### config.mk
export PLATFORM = sky130hd
export DESIGN_NAME = seq_trojan_node_payload
export DESIGN_NICKNAME = d
export VERILOG_FILES = /design/src/rtl/seq_trojan_node_payload.sv
export SDC_FILE = /design/constraint.sdc
export NUM_CORES = 1
export LEC_CHECK = 0
export ABC_CLOCK_PERIOD_IN_PS = 2130
export CORE_AREA = 2 2 39 41
export DETAILED_ROUTE_END_ITERATION = 8
export DIE_AREA = 0 0 41 43
export PLACE_DENSITY = 0.8
export REMOVE_ABC_BUFFERS = 1
export SLEW_MARGIN = 20
export SYNTH_ARGS = -nofsm -noshare
export SYNTH_HDL_FRONTEND = slang
export SYNTH_SLANG_ARGS = --single-unit
export TNS_END_PERCENT = 10
### constraint.sdc
create_clock -name clk -period 2.13 [get_ports clk]
set_input_delay 0.3195 -clock clk [delete_from_list [all_inputs] [get_ports clk]]
set_output_delay 0.3195 -clock clk [all_outputs]
set_load 0.05 [all_outputs]
### src/rtl/seq_trojan_node_payload.sv
// Sequential time-bomb trojan sitting in series on one victim net.
// Counts rising edges of a masked trigger match and corrupts the net once THRESH events are seen.
module seq_trojan_node_payload #(
   parameter int               WIDTH        = 5,
   parameter logic [WIDTH-1:0] TRIG_PATTERN = 5'b10101,
   parameter logic [WIDTH-1:0] TRIG_MASK    = 5'b11111,
   parameter int               CNT_W        = 4,
   parameter int               THRESH       = 8,
   parameter int               PAYLOAD_MODE = 0,
   parameter int               HOLD_CYCLES  = 0
) (
   input  logic             clk,
   input  logic             rst_n,
   input  logic             en,
   input  logic             tj_clear,
   input  logic [WIDTH-1:0] trig_in,
   input  logic             victim_in,
   output logic             victim_out,
   output logic             armed,
   output logic             active,
   output logic             fired,
   output logic [CNT_W-1:0] event_count
);

   localparam int               HOLD_W    = (HOLD_CYCLES > 1) ? $clog2(HOLD_CYCLES) : 1;
   localparam logic [CNT_W-1:0] THRESH_C  = CNT_W'(THRESH);
   localparam logic [HOLD_W-1:0] HOLD_LOAD = (HOLD_CYCLES > 0) ? HOLD_W'(HOLD_CYCLES - 1) : '0;

   generate
      if (THRESH < 1 || THRESH > (2 ** CNT_W) - 1) begin : g_thresh_check
         $error("seq_trojan_node_payload: THRESH outside 1..2^CNT_W-1");
      end
   endgenerate

   typedef enum logic [1:0] {
      S_IDLE   = 2'd0,
      S_COUNT  = 2'd1,
      S_ACTIVE = 2'd2
   } state_t;

   state_t             state_reg, state_next;
   logic [CNT_W-1:0]   count_reg, count_next;
   logic [HOLD_W-1:0]  hold_reg, hold_next;
   logic               match_q;
   logic               fired_reg;
   logic               match;
   logic               event_hit;
   logic               corrupt;

   assign match     = en & ((trig_in & TRIG_MASK) == (TRIG_PATTERN & TRIG_MASK));
   assign event_hit = match & ~match_q;

   always_comb begin
      state_next = state_reg;
      count_next = count_reg;
      hold_next  = hold_reg;
      if (tj_clear) begin
         state_next = S_IDLE;
         count_next = '0;
         hold_next  = '0;
      end else begin
         case (state_reg)
            S_IDLE: begin
               if (event_hit) begin
                  count_next = CNT_W'(1);
                  if (THRESH == 1) begin
                     state_next = S_ACTIVE;
                     hold_next  = HOLD_LOAD;
                  end else begin
                     state_next = S_COUNT;
                  end
               end
            end
            S_COUNT: begin
               if (event_hit) begin
                  count_next = count_reg + 1'b1;
                  if (count_reg + 1'b1 == THRESH_C) begin
                     state_next = S_ACTIVE;
                     hold_next  = HOLD_LOAD;
                  end
               end
            end
            S_ACTIVE: begin
               // A zero HOLD_CYCLES keeps the payload on until clear or reset
               if (HOLD_CYCLES != 0) begin
                  if (hold_reg == '0) begin
                     state_next = S_IDLE;
                     count_next = '0;
                  end else begin
                     hold_next = hold_reg - 1'b1;
                  end
               end
            end
            default: begin
               state_next = S_IDLE;
               count_next = '0;
               hold_next  = '0;
            end
         endcase
      end
   end

   always_ff @(posedge clk or negedge rst_n) begin
      if (!rst_n) begin
         state_reg <= S_IDLE;
         count_reg <= '0;
         hold_reg  <= '0;
         match_q   <= 1'b0;
         fired_reg <= 1'b0;
      end else begin
         state_reg <= state_next;
         count_reg <= count_next;
         hold_reg  <= hold_next;
         match_q   <= match;
         fired_reg <= fired_reg | (state_next == S_ACTIVE);
      end
   end

   generate
      if (PAYLOAD_MODE == 1) begin : g_stuck0
         assign corrupt = 1'b0;
      end else if (PAYLOAD_MODE == 2) begin : g_stuck1
         assign corrupt = 1'b1;
      end else if (PAYLOAD_MODE == 3) begin : g_xor
         assign corrupt = victim_in ^ trig_in[0];
      end else begin : g_invert
         assign corrupt = ~victim_in;
      end
   endgenerate

   assign active      = (state_reg == S_ACTIVE);
   assign armed       = (state_reg == S_COUNT);
   assign fired       = fired_reg;
   assign event_count = count_reg;
   assign victim_out  = active ? corrupt : victim_in;

endmodule

# Yosys cells after proc, flatten, opt, wreduce, memory -nomap -nowiden
# Cells that the tools add are included.
# op_classes
reduce_logical	2
n_mux	10
eq_ne	8
bitwise_logic	5
add_sub_neg	1
# op_table
cell	count
$mux W4	3
$pmux W4 S3	1
$mux W2	4
$pmux W2 S3	1
$eq A5 B5 Y1 const B	1
$add A4 B1 Y4 const B	1
$eq A2 B2 Y1 const B	2
$eq A4 B4 Y1 const B	1
$ne A3 B2 Y1 const B	1
$ne A3 B3 Y1 const B	1
$reduce_and A3 Y1	1
$and A1 B1 Y1	2
$eq A2 B1 Y1 const B	1
$logic_not A2 Y1	1
$ne A2 B2 Y1 const B	1
$not A1 Y1	2
$mux W1	1
$or A1 B1 Y1	1
# totals
wordCells	30
reg_bits	8
in_bits	10
output_inout_bits	8

# Logic depth before layout (Yosys ltp)
# Gate-level depths: netlist of the first run.
# depth
word_depth	8
mapped_depth	5
ltp_nobuf	5

# Least setup slack after synthesis of the first run
# OpenSTA, ideal clock, no wires.
# synth_timing
path_type	register -> output
start	reg state_reg[0]
end	out victim_out
t_required_ns	1.811
n_path_buf	0
slack_ns	0.374
arrival_time_ns	1.436
path_stages_with_launch	3
path_cell_list	dfrtp_1 > nand2b_1 > xnor2_1
# synth_between
elab_chain_cells	2
# synth_lines
element	line	text
start, declared	41	state_t state_reg, state_next;
start signal, assigned	111	state_reg <= state_next;
$eq A2 B2 Y1	131	assign active = (state_reg == S_ACTIVE);
$mux W1	135	assign victim_out = active ? corrupt : victim_in;
end, declared	18	output logic victim_out,
# No other way between the ends.

# Worst setup path after layout of the first run
# layout_timing
start	reg count_reg[0], in the netlist event_count[0]
end	out event_count[0]
# layout_lines
element	line	text
start, declared	42	logic [CNT_W-1:0] count_reg, count_next;
start signal, assigned	112	count_reg <= count_next;
end, declared	22	output logic [CNT_W-1:0] event_count
# No word-level cell between the ends.

==> flow_results.xml, run 1 <==
<?xml version="1.0" encoding="UTF-8"?>
<metrics>
  <group name="timing">
    <metric name="grt_setup_unrepaired" unit="">false</metric>
    <metric name="finalCritPeriodShare" unit="">0.877</metric>
    <metric name="relSlewSlack" unit="">0.668</metric>
    <metric name="tightestPinTransition" unit="ns">0.497</metric>
    <metric name="fmax" unit="GHz">0.536</metric>
    <metric name="fin_setup_tns" unit="ns">0</metric>
    <metric name="timing.final.hold_violations" unit="">0</metric>
    <metric name="timing.final.setup_violations" unit="">0</metric>
    <metric name="final_max_slew_viol_count" unit="">0</metric>
    <metric name="final.hold.worst_slack" unit="ns">0.335</metric>
    <metric name="finClkSkew" unit="ns">0.000675</metric>
    <metric name="final_period_minus_worst_setup_slack" unit="ns">1.87</metric>
  </group>
  <group name="hold_path">
    <metric name="hold_class" unit="">in2async</metric>
  </group>
  <group name="layout">
    <metric name="area_growth" unit="%">44.8</metric>
    <metric name="final_net_count" unit="">81</metric>
    <metric name="antenna_cells" unit="">0</metric>
    <metric name="final_layout_size_suffix_gt1_frac" unit="">0.162</metric>
    <metric name="largest_reg_flops" unit="">4</metric>
  </group>
  <group name="drt">
    <metric name="detailroute.via_count" unit="">442</metric>
    <metric name="drt_first_iter_violations" unit="">7</metric>
    <metric name="vias_per_cell" unit="">5.26</metric>
    <metric name="drt_wl_total" unit="um">987</metric>
    <metric name="wire_per_inst" unit="um">11.8</metric>
    <metric name="remaining_drc_errors" unit="">0</metric>
    <metric name="antenna_violating_nets_post_route" unit="">0</metric>
    <metric name="first_pass_iters" unit="">4</metric>
  </group>
  <group name="worst_setup_path">
    <metric name="critPathTopFamily" unit="">buffers and inverters</metric>
    <metric name="setup.worst_path.start_class" unit="">register</metric>
    <metric name="worstPathBufferInverterCount" unit="">1</metric>
    <metric name="worst_ep_arrival_time" unit="ns">1.55</metric>
    <metric name="reg2reg_from" unit="">state_reg[1]</metric>
    <metric name="cp.required" unit="ns">1.81</metric>
    <metric name="critPathMaxStageDelay" unit="ns">0.85</metric>
    <metric name="worst_path_class_setup" unit="">reg2out</metric>
    <metric name="critPathSlowestCell" unit="">sky130_fd_sc_hd__clkdlybuf4s50_1</metric>
    <metric name="timing.critical_path.cells" unit="">clkdlybuf4s50_1</metric>
    <metric name="timing.critical_path.from" unit="">event_count[0]</metric>
    <metric name="critPathCaptureType" unit="">primary output</metric>
    <metric name="path_max_fanout" unit="">7</metric>
  </group>
  <group name="cts">
    <metric name="cts.root.buffer_cell" unit="">sky130_fd_sc_hd__clkbuf_4</metric>
    <metric name="tritoncts" unit="">yes</metric>
    <metric name="cts_inserted_buffers" unit="">3</metric>
    <metric name="cts_post_setup_buffers_inserted" unit="">0</metric>
    <metric name="clock_sinks" unit="">8</metric>
    <metric name="clkLatencyLatePin" unit="ns">0.25</metric>
    <metric name="post_cts.resized_instances" unit="">0</metric>
    <metric name="buffer_depth_of_the_longest_clock_path" unit="">2</metric>
    <metric name="clk_pin_slew_worst_setup_hold_paths" unit="ns">0.05</metric>
    <metric name="htree_num_levels" unit="">1</metric>
    <metric name="cts.hold.buffers_added" unit="">0</metric>
  </group>
  <group name="floorplan">
    <metric name="top_level_ports" unit="">18</metric>
    <metric name="die_width" unit="um">41</metric>
    <metric name="fp-row-count" unit="">14</metric>
    <metric name="floorplan.core_area" unit="mm^2">0.00138</metric>
    <metric name="dieArea" unit="mm^2">0.00176</metric>
    <metric name="initial_core_util" unit="">0.351</metric>
    <metric name="die_height" unit="um">43</metric>
  </group>
  <group name="job">
    <metric name="maxCapViolations" unit="">0</metric>
  </group>
  <group name="yosys">
    <metric name="synthesis.yosys.warnings" unit="">0</metric>
    <metric name="post_synth.cell_area_avg" unit="um^2">10.1</metric>
    <metric name="synth.ff_latch_count" unit="">8</metric>
    <metric name="ys_seq_area_frac" unit="">0.412</metric>
    <metric name="synth_cell_area" unit="um^2">485</metric>
    <metric name="synth_cell_type_count" unit="">24</metric>
    <metric name="post_synth_inst_count" unit="">48</metric>
  </group>
  <group name="power_and_ir_drop">
    <metric name="peakVddDrop" unit="uV">259</metric>
    <metric name="logic_pwr_share" unit="">0.171</metric>
    <metric name="pwr-share-clk" unit="">0.353</metric>
    <metric name="sequentialPowerShare" unit="">0.475</metric>
    <metric name="power_density" unit="mW/mm^2">474</metric>
    <metric name="power.share.switching" unit="">0.255</metric>
    <metric name="net-switching-power" unit="uW">84.9</metric>
    <metric name="power_leakage" unit="nW">0.294</metric>
    <metric name="internal_power" unit="uW">248</metric>
  </group>
  <group name="placed_design">
    <metric name="gp_congestion" unit="">0.818</metric>
    <metric name="place.port_buffers" unit="">17</metric>
    <metric name="dp_hpwl" unit="um">773</metric>
  </group>
  <group name="global_route">
    <metric name="grt_util_all_layers" unit="">0.144</metric>
    <metric name="grt_max_degree" unit="">9</metric>
    <metric name="overflow" unit="">0</metric>
    <metric name="number_of_antenna_violations_at_the_first_check_in_global_routing" unit="">0</metric>
    <metric name="wire_length_of_the_first_global_routing_pass" unit="mm">1.70</metric>
    <metric name="first_global_vias" unit="">412</metric>
  </group>
  <group name="run_status">
    <metric name="status" unit="">finished, final reports clean</metric>
  </group>
</metrics>
[cell usage after synthesis]
cell type | count | area [um^2]
sky130_fd_sc_hd__dfrtp_1 | 8 | 200
sky130_fd_sc_hd__inv_1 | 5 | 18.8
sky130_fd_sc_hd__nand2_1 | 4 | 15.0
sky130_fd_sc_hd__o21ai_0 | 4 | 20.0
sky130_fd_sc_hd__a21oi_1 | 3 | 15.0
sky130_fd_sc_hd__nand3_1 | 3 | 15.0
sky130_fd_sc_hd__nand2b_1 | 2 | 12.5
sky130_fd_sc_hd__nand3b_1 | 2 | 15.0
sky130_fd_sc_hd__nor2_1 | 2 | 7.51
sky130_fd_sc_hd__a21bo_2 | 1 | 10.0
sky130_fd_sc_hd__a31oi_1 | 1 | 6.26
sky130_fd_sc_hd__a41o_1 | 1 | 10.0
sky130_fd_sc_hd__a41oi_1 | 1 | 8.76
sky130_fd_sc_hd__and3_1 | 1 | 6.26
sky130_fd_sc_hd__ha_1 | 1 | 12.5
sky130_fd_sc_hd__nand4b_1 | 1 | 8.76
sky130_fd_sc_hd__nand4bb_4 | 1 | 27.5
sky130_fd_sc_hd__nor2b_1 | 1 | 6.26
sky130_fd_sc_hd__nor3_2 | 1 | 10.0
sky130_fd_sc_hd__nor3b_1 | 1 | 7.51
sky130_fd_sc_hd__o211ai_1 | 1 | 7.51
sky130_fd_sc_hd__o41ai_4 | 1 | 27.5
sky130_fd_sc_hd__or3b_2 | 1 | 8.76
sky130_fd_sc_hd__xnor2_1 | 1 | 8.76
[layout make-up]
class | count | area [um^2]
clock buffers | 3 | 22.5
fillers | 125 | 681
inverters | 5 | 18.8
multi-input cells | 35 | 267
flip-flops and latches | 8 | 200
well taps | 16 | 20.0
repair buffers | 17 | 175
[power by group through the flow]
stage / Clock [mW] / Combinational (mW) / Sequential [mW]
after floorplan: 0 / 0.0179 / 0.167
after global placement: 0 / 0.0569 / 0.161
after detailed placement: 0 / 0.0574 / 0.161
after CTS: 0.121 / 0.0580 / 0.159
after global routing: 0.128 / 0.0614 / 0.159
final: 0.118 / 0.0572 / 0.158
[routing by layer]
metal  up-vias  GRT usage  part of all wire
met5         -          0                 0
met1       206      0.172              0.44
met2        15      0.225              0.49
met4         0     0.0600            0.0091
li1        219          -                 -
met3         2     0.0471             0.058
[cells by family (layout without fill, tap and decap cells)]
| family | after synthesis | after routing | share of synthesized area |
|---|---|---|---|
| compound gates | 13 | 13 | 0.217 |
| xor+xnor | 1 | 1 | 0.0180 |
| fa+ha+maj | 1 | 1 | 0.0258 |
| buf+inv | 5 | 25 | 0.0387 |
| flops | 8 | 8 | 0.412 |
| simple gates | 20 | 20 | 0.289 |
[cells in the final DEF (no fill, tap or decap)]
cell                              synthesis  routed
sky130_fd_sc_hd__a31oi_1                  1       1
sky130_fd_sc_hd__a41oi_1                  1       1
sky130_fd_sc_hd__nand3b_1                 2       2
sky130_fd_sc_hd__nand4b_1                 1       1
sky130_fd_sc_hd__inv_1                    5       5
sky130_fd_sc_hd__clkbuf_4                 0       3
sky130_fd_sc_hd__dfrtp_1                  8       8
sky130_fd_sc_hd__and3_1                   1       1
sky130_fd_sc_hd__o211ai_1                 1       1
sky130_fd_sc_hd__a41o_1                   1       1
sky130_fd_sc_hd__xnor2_1                  1       1
sky130_fd_sc_hd__ha_1                     1       1
sky130_fd_sc_hd__nand3_1                  3       3
sky130_fd_sc_hd__buf_4                    0       2
sky130_fd_sc_hd__nor2_1                   2       2
sky130_fd_sc_hd__nor3b_1                  1       1
sky130_fd_sc_hd__buf_12                   0       1
sky130_fd_sc_hd__a21oi_1                  3       3
sky130_fd_sc_hd__o21ai_0                  4       4
sky130_fd_sc_hd__clkdlybuf4s50_1          0      14
sky130_fd_sc_hd__nand4bb_4                1       1
sky130_fd_sc_hd__nor2b_1                  1       1
sky130_fd_sc_hd__o41ai_4                  1       1
sky130_fd_sc_hd__nand2_1                  4       4
sky130_fd_sc_hd__nor3_2                   1       1
sky130_fd_sc_hd__a21bo_2                  1       1
sky130_fd_sc_hd__or3b_2                   1       1
sky130_fd_sc_hd__nand2b_1                 2       2
[final timing paths]
kind	to	slack (ns)	cells after the start
setup reg to reg	event_count[3]	0.78	4
hold / removal	state_reg[0]	0.33	1
min in group clk	fired	0.48	2
max in group asynchronous	match_q	1.54	1
hold reg to reg	fired	0.48	2
setup / recovery	event_count[0]	0.26	1
[per-stage QoR]
step	cell area, um^2	std cells	setup WS (ns)	utilization	power [mW]
global route	703	84	0.202	0.508	0.349
CTS	703	84	0.249	0.508	0.337
floorplan	485	48	0.374	-	0.185
detailed placement	681	81	0.319	0.492	0.219
finish	703	84	0.263	0.508	0.333
global placement	681	81	0.347	0.492	0.218
No activity file was read; power rests on OpenSTA's default activity.
==> run 2, diff against run 1 <==
--- a/config.mk
+++ b/config.mk
@@ -5,11 +5,12 @@
 export SDC_FILE = /design/constraint.sdc
 export NUM_CORES = 1
 export LEC_CHECK = 0
-export ABC_CLOCK_PERIOD_IN_PS = 2130
-export CORE_AREA = 2 2 39 41
+export ABC_CLOCK_PERIOD_IN_PS = 1630
+export CORE_MARGIN = 2
+export CORE_UTILIZATION = 37
 export DETAILED_ROUTE_END_ITERATION = 8
-export DIE_AREA = 0 0 41 43
-export PLACE_DENSITY = 0.8
+export GPL_TIMING_DRIVEN = 0
+export PLACE_DENSITY = 0.83
 export REMOVE_ABC_BUFFERS = 1
 export SLEW_MARGIN = 20
 export SYNTH_ARGS = -nofsm -noshare
==> constraint.sdc (replaced) <==
create_clock -name clk -period 1.63 [get_ports clk]
set_input_delay 0.2445 -clock clk [delete_from_list [all_inputs] [get_ports clk]]
set_output_delay 0.2445 -clock clk [all_outputs]
set_load 0.05 [all_outputs]
==> flow_results.xml, run 2 (synthesis gave the netlist of run 1 again) <==
<?xml version="1.0" encoding="UTF-8"?>
<metrics>
  <group name="drt">
    <metric name="drt_wl_total" unit="mm">1.07</metric>
    <metric name="drt_first_iter_violations" unit="">7</metric>
    <metric name="antenna_violating_nets_post_route" unit="">0</metric>
    <metric name="first_pass_iters" unit="">4</metric>
    <metric name="wire_per_inst" unit="um">12.9</metric>
    <metric name="detailroute.via_count" unit="">457</metric>
    <metric name="vias_per_cell" unit="">5.51</metric>
    <metric name="remaining_drc_errors" unit="">0</metric>
  </group>
  <group name="timing">
    <metric name="tightestPinTransition" unit="ns">0.493</metric>
    <metric name="final.hold.worst_slack" unit="ns">0.268</metric>
    <metric name="timing.final.hold_violations" unit="">0</metric>
    <metric name="relSlewSlack" unit="">0.673</metric>
    <metric name="finalCritPeriodShare" unit="">0.960</metric>
    <metric name="finClkSkew" unit="ns">0.00228</metric>
    <metric name="final_period_minus_worst_setup_slack" unit="ns">1.56</metric>
    <metric name="grt_setup_unrepaired" unit="">true</metric>
    <metric name="timing.final.setup_violations" unit="">0</metric>
    <metric name="final_max_slew_viol_count" unit="">0</metric>
    <metric name="fmax" unit="GHz">0.639</metric>
  </group>
  <group name="cts">
    <metric name="tritoncts" unit="">yes</metric>
    <metric name="post_cts.resized_instances" unit="">16</metric>
    <metric name="htree_num_levels" unit="">1</metric>
    <metric name="buffer_depth_of_the_longest_clock_path" unit="">2</metric>
    <metric name="cts.hold.buffers_added" unit="">0</metric>
    <metric name="cts.root.buffer_cell" unit="">sky130_fd_sc_hd__clkbuf_4</metric>
    <metric name="clkLatencyLatePin" unit="ns">0.26</metric>
    <metric name="clk_pin_slew_worst_setup_hold_paths" unit="ns">0.05</metric>
    <metric name="cts_post_setup_buffers_inserted" unit="">0</metric>
    <metric name="cts_inserted_buffers" unit="">3</metric>
    <metric name="clock_sinks" unit="">8</metric>
  </group>
  <group name="global_route">
    <metric name="grt_util_all_layers" unit="">0.158</metric>
    <metric name="grt_max_degree" unit="">9</metric>
    <metric name="overflow" unit="">0</metric>
    <metric name="first_global_vias" unit="">426</metric>
    <metric name="number_of_antenna_violations_at_the_first_check_in_global_routing" unit="">0</metric>
    <metric name="wire_length_of_the_first_global_routing_pass" unit="mm">1.66</metric>
  </group>
  <group name="worst_setup_path">
    <metric name="path_max_fanout" unit="">7</metric>
    <metric name="cp.required" unit="ns">1.39</metric>
    <metric name="worstPathBufferInverterCount" unit="">1</metric>
    <metric name="critPathMaxStageDelay" unit="ns">0.44</metric>
    <metric name="critPathSlowestCell" unit="">sky130_fd_sc_hd__dfrtp_1</metric>
    <metric name="worst_path_class_setup" unit="">reg2out</metric>
    <metric name="setup.worst_path.start_class" unit="">register</metric>
    <metric name="timing.critical_path.cells" unit="">nand2b_1 -&gt; xnor2_1 -&gt; buf_4</metric>
    <metric name="critPathCaptureType" unit="">primary output</metric>
    <metric name="reg2reg_depth" unit="">3</metric>
    <metric name="worstSetupPathDepth" unit="">3</metric>
    <metric name="worst_ep_arrival_time" unit="ns">1.32</metric>
    <metric name="critPathTopFamily" unit="">flip-flops</metric>
  </group>
  <group name="floorplan">
    <metric name="die_height" unit="um">40.2</metric>
    <metric name="initial_core_util" unit="">0.383</metric>
    <metric name="die_width" unit="um">40.2</metric>
    <metric name="top_level_ports" unit="">18</metric>
    <metric name="fp-row-count" unit="">13</metric>
    <metric name="dieArea" unit="mm^2">0.00162</metric>
    <metric name="floorplan.core_area" unit="mm^2">0.00127</metric>
  </group>
  <group name="layout">
    <metric name="antenna_cells" unit="">0</metric>
    <metric name="final_layout_size_suffix_gt1_frac" unit="">0.162</metric>
    <metric name="largest_reg_flops" unit="">4</metric>
    <metric name="final_net_count" unit="">81</metric>
    <metric name="layout.cells.most_common" unit="">sky130_fd_sc_hd__clkdlybuf4s50_1</metric>
    <metric name="final_area" unit="um^2">678</metric>
    <metric name="area_growth" unit="%">39.7</metric>
    <metric name="most-common-layout-cells" unit="">sky130_fd_sc_hd__clkdlybuf4s50_1 (9), sky130_fd_sc_hd__dfrtp_1 (8), sky130_fd_sc_hd__inv_1 (5), sky130_fd_sc_hd__dlygate4sd2_1 (5)</metric>
    <metric name="finish.cell_count_without_fillers" unit="">83</metric>
  </group>
  <group name="placed_design">
    <metric name="gp_congestion" unit="">0.681</metric>
    <metric name="place.port_buffers" unit="">17</metric>
    <metric name="dp_hpwl" unit="um">794</metric>
    <metric name="placed_cells_incl_taps" unit="">80</metric>
    <metric name="placed_cell_area" unit="um^2">674</metric>
  </group>
  <group name="power_and_ir_drop">
    <metric name="power_leakage" unit="nW">0.305</metric>
    <metric name="power_density" unit="mW/mm^2">637</metric>
    <metric name="peakVddDrop" unit="uV">337</metric>
  </group>
  <group name="hold_path">
    <metric name="hold_class" unit="">in2async</metric>
  </group>
  <group name="job">
    <metric name="maxCapViolations" unit="">0</metric>
  </group>
  <group name="run_status">
    <metric name="status" unit="">finished, final reports clean</metric>
  </group>
</metrics>
[run 2: where the power goes]
group          switching, mW  leakage [nW]  internal (mW)
registers            0.00538         0.105          0.202
logic                 0.0362         0.186         0.0331
clock network         0.0713        0.0138         0.0845
[run 2: final cells by class]
class / instances / area (um^2)
Fill cell: 126 / 591
Sequential cell: 8 / 200
Inverter: 5 / 18.8
Clock buffer: 3 / 22.5
Multi-Input combinational cell: 35 / 267
Timing Repair Buffer: 17 / 151
Tap cell: 15 / 18.8
[run 2: worst paths after layout]
check | startpoint | endpoint | slack, ns
max reg2reg | state_reg[1] | event_count[3] | 0.26
min in group clk | fired | fired | 0.50
max | state_reg[0] | victim_out | 0.07
min reg2reg | fired | fired | 0.50
min | rst_n | fired | 0.27
max in group asynchronous | rst_n | event_count[3] | 1.09
[run 2: worst register-to-register path: stages (launching register included)]
cell and delay (ns):
sky130_fd_sc_hd__dfrtp_1 0.46, sky130_fd_sc_hd__o41ai_4 0.46, sky130_fd_sc_hd__a21oi_1 0.12, sky130_fd_sc_hd__a41o_1 0.21
[run 2: stage by stage]
stage          worst slack (ns)  total power [mW]  TNS [ns]   util
5_1_grt                 -0.0425             0.452   -0.0425  0.535
4_1_cts                 -0.0109             0.434   -0.0109  0.542
3_5_place_dp             -0.277             0.282    -0.808  0.532
6_report                 0.0654             0.432         0  0.535
2_1_floorplan           -0.0679             0.242    -0.119      -
3_3_place_gp             -0.253             0.281    -0.674  0.532
[run 2: routing by layer]
| layer | part of all wire | track usage |
|---|---|---|
| met1 | 0.41 | 0.176 |
| met2 | 0.52 | 0.282 |
| met3 | 0.073 | 0.0667 |
| met4 | 0 | 0.0250 |
| met5 | 0 | 0 |
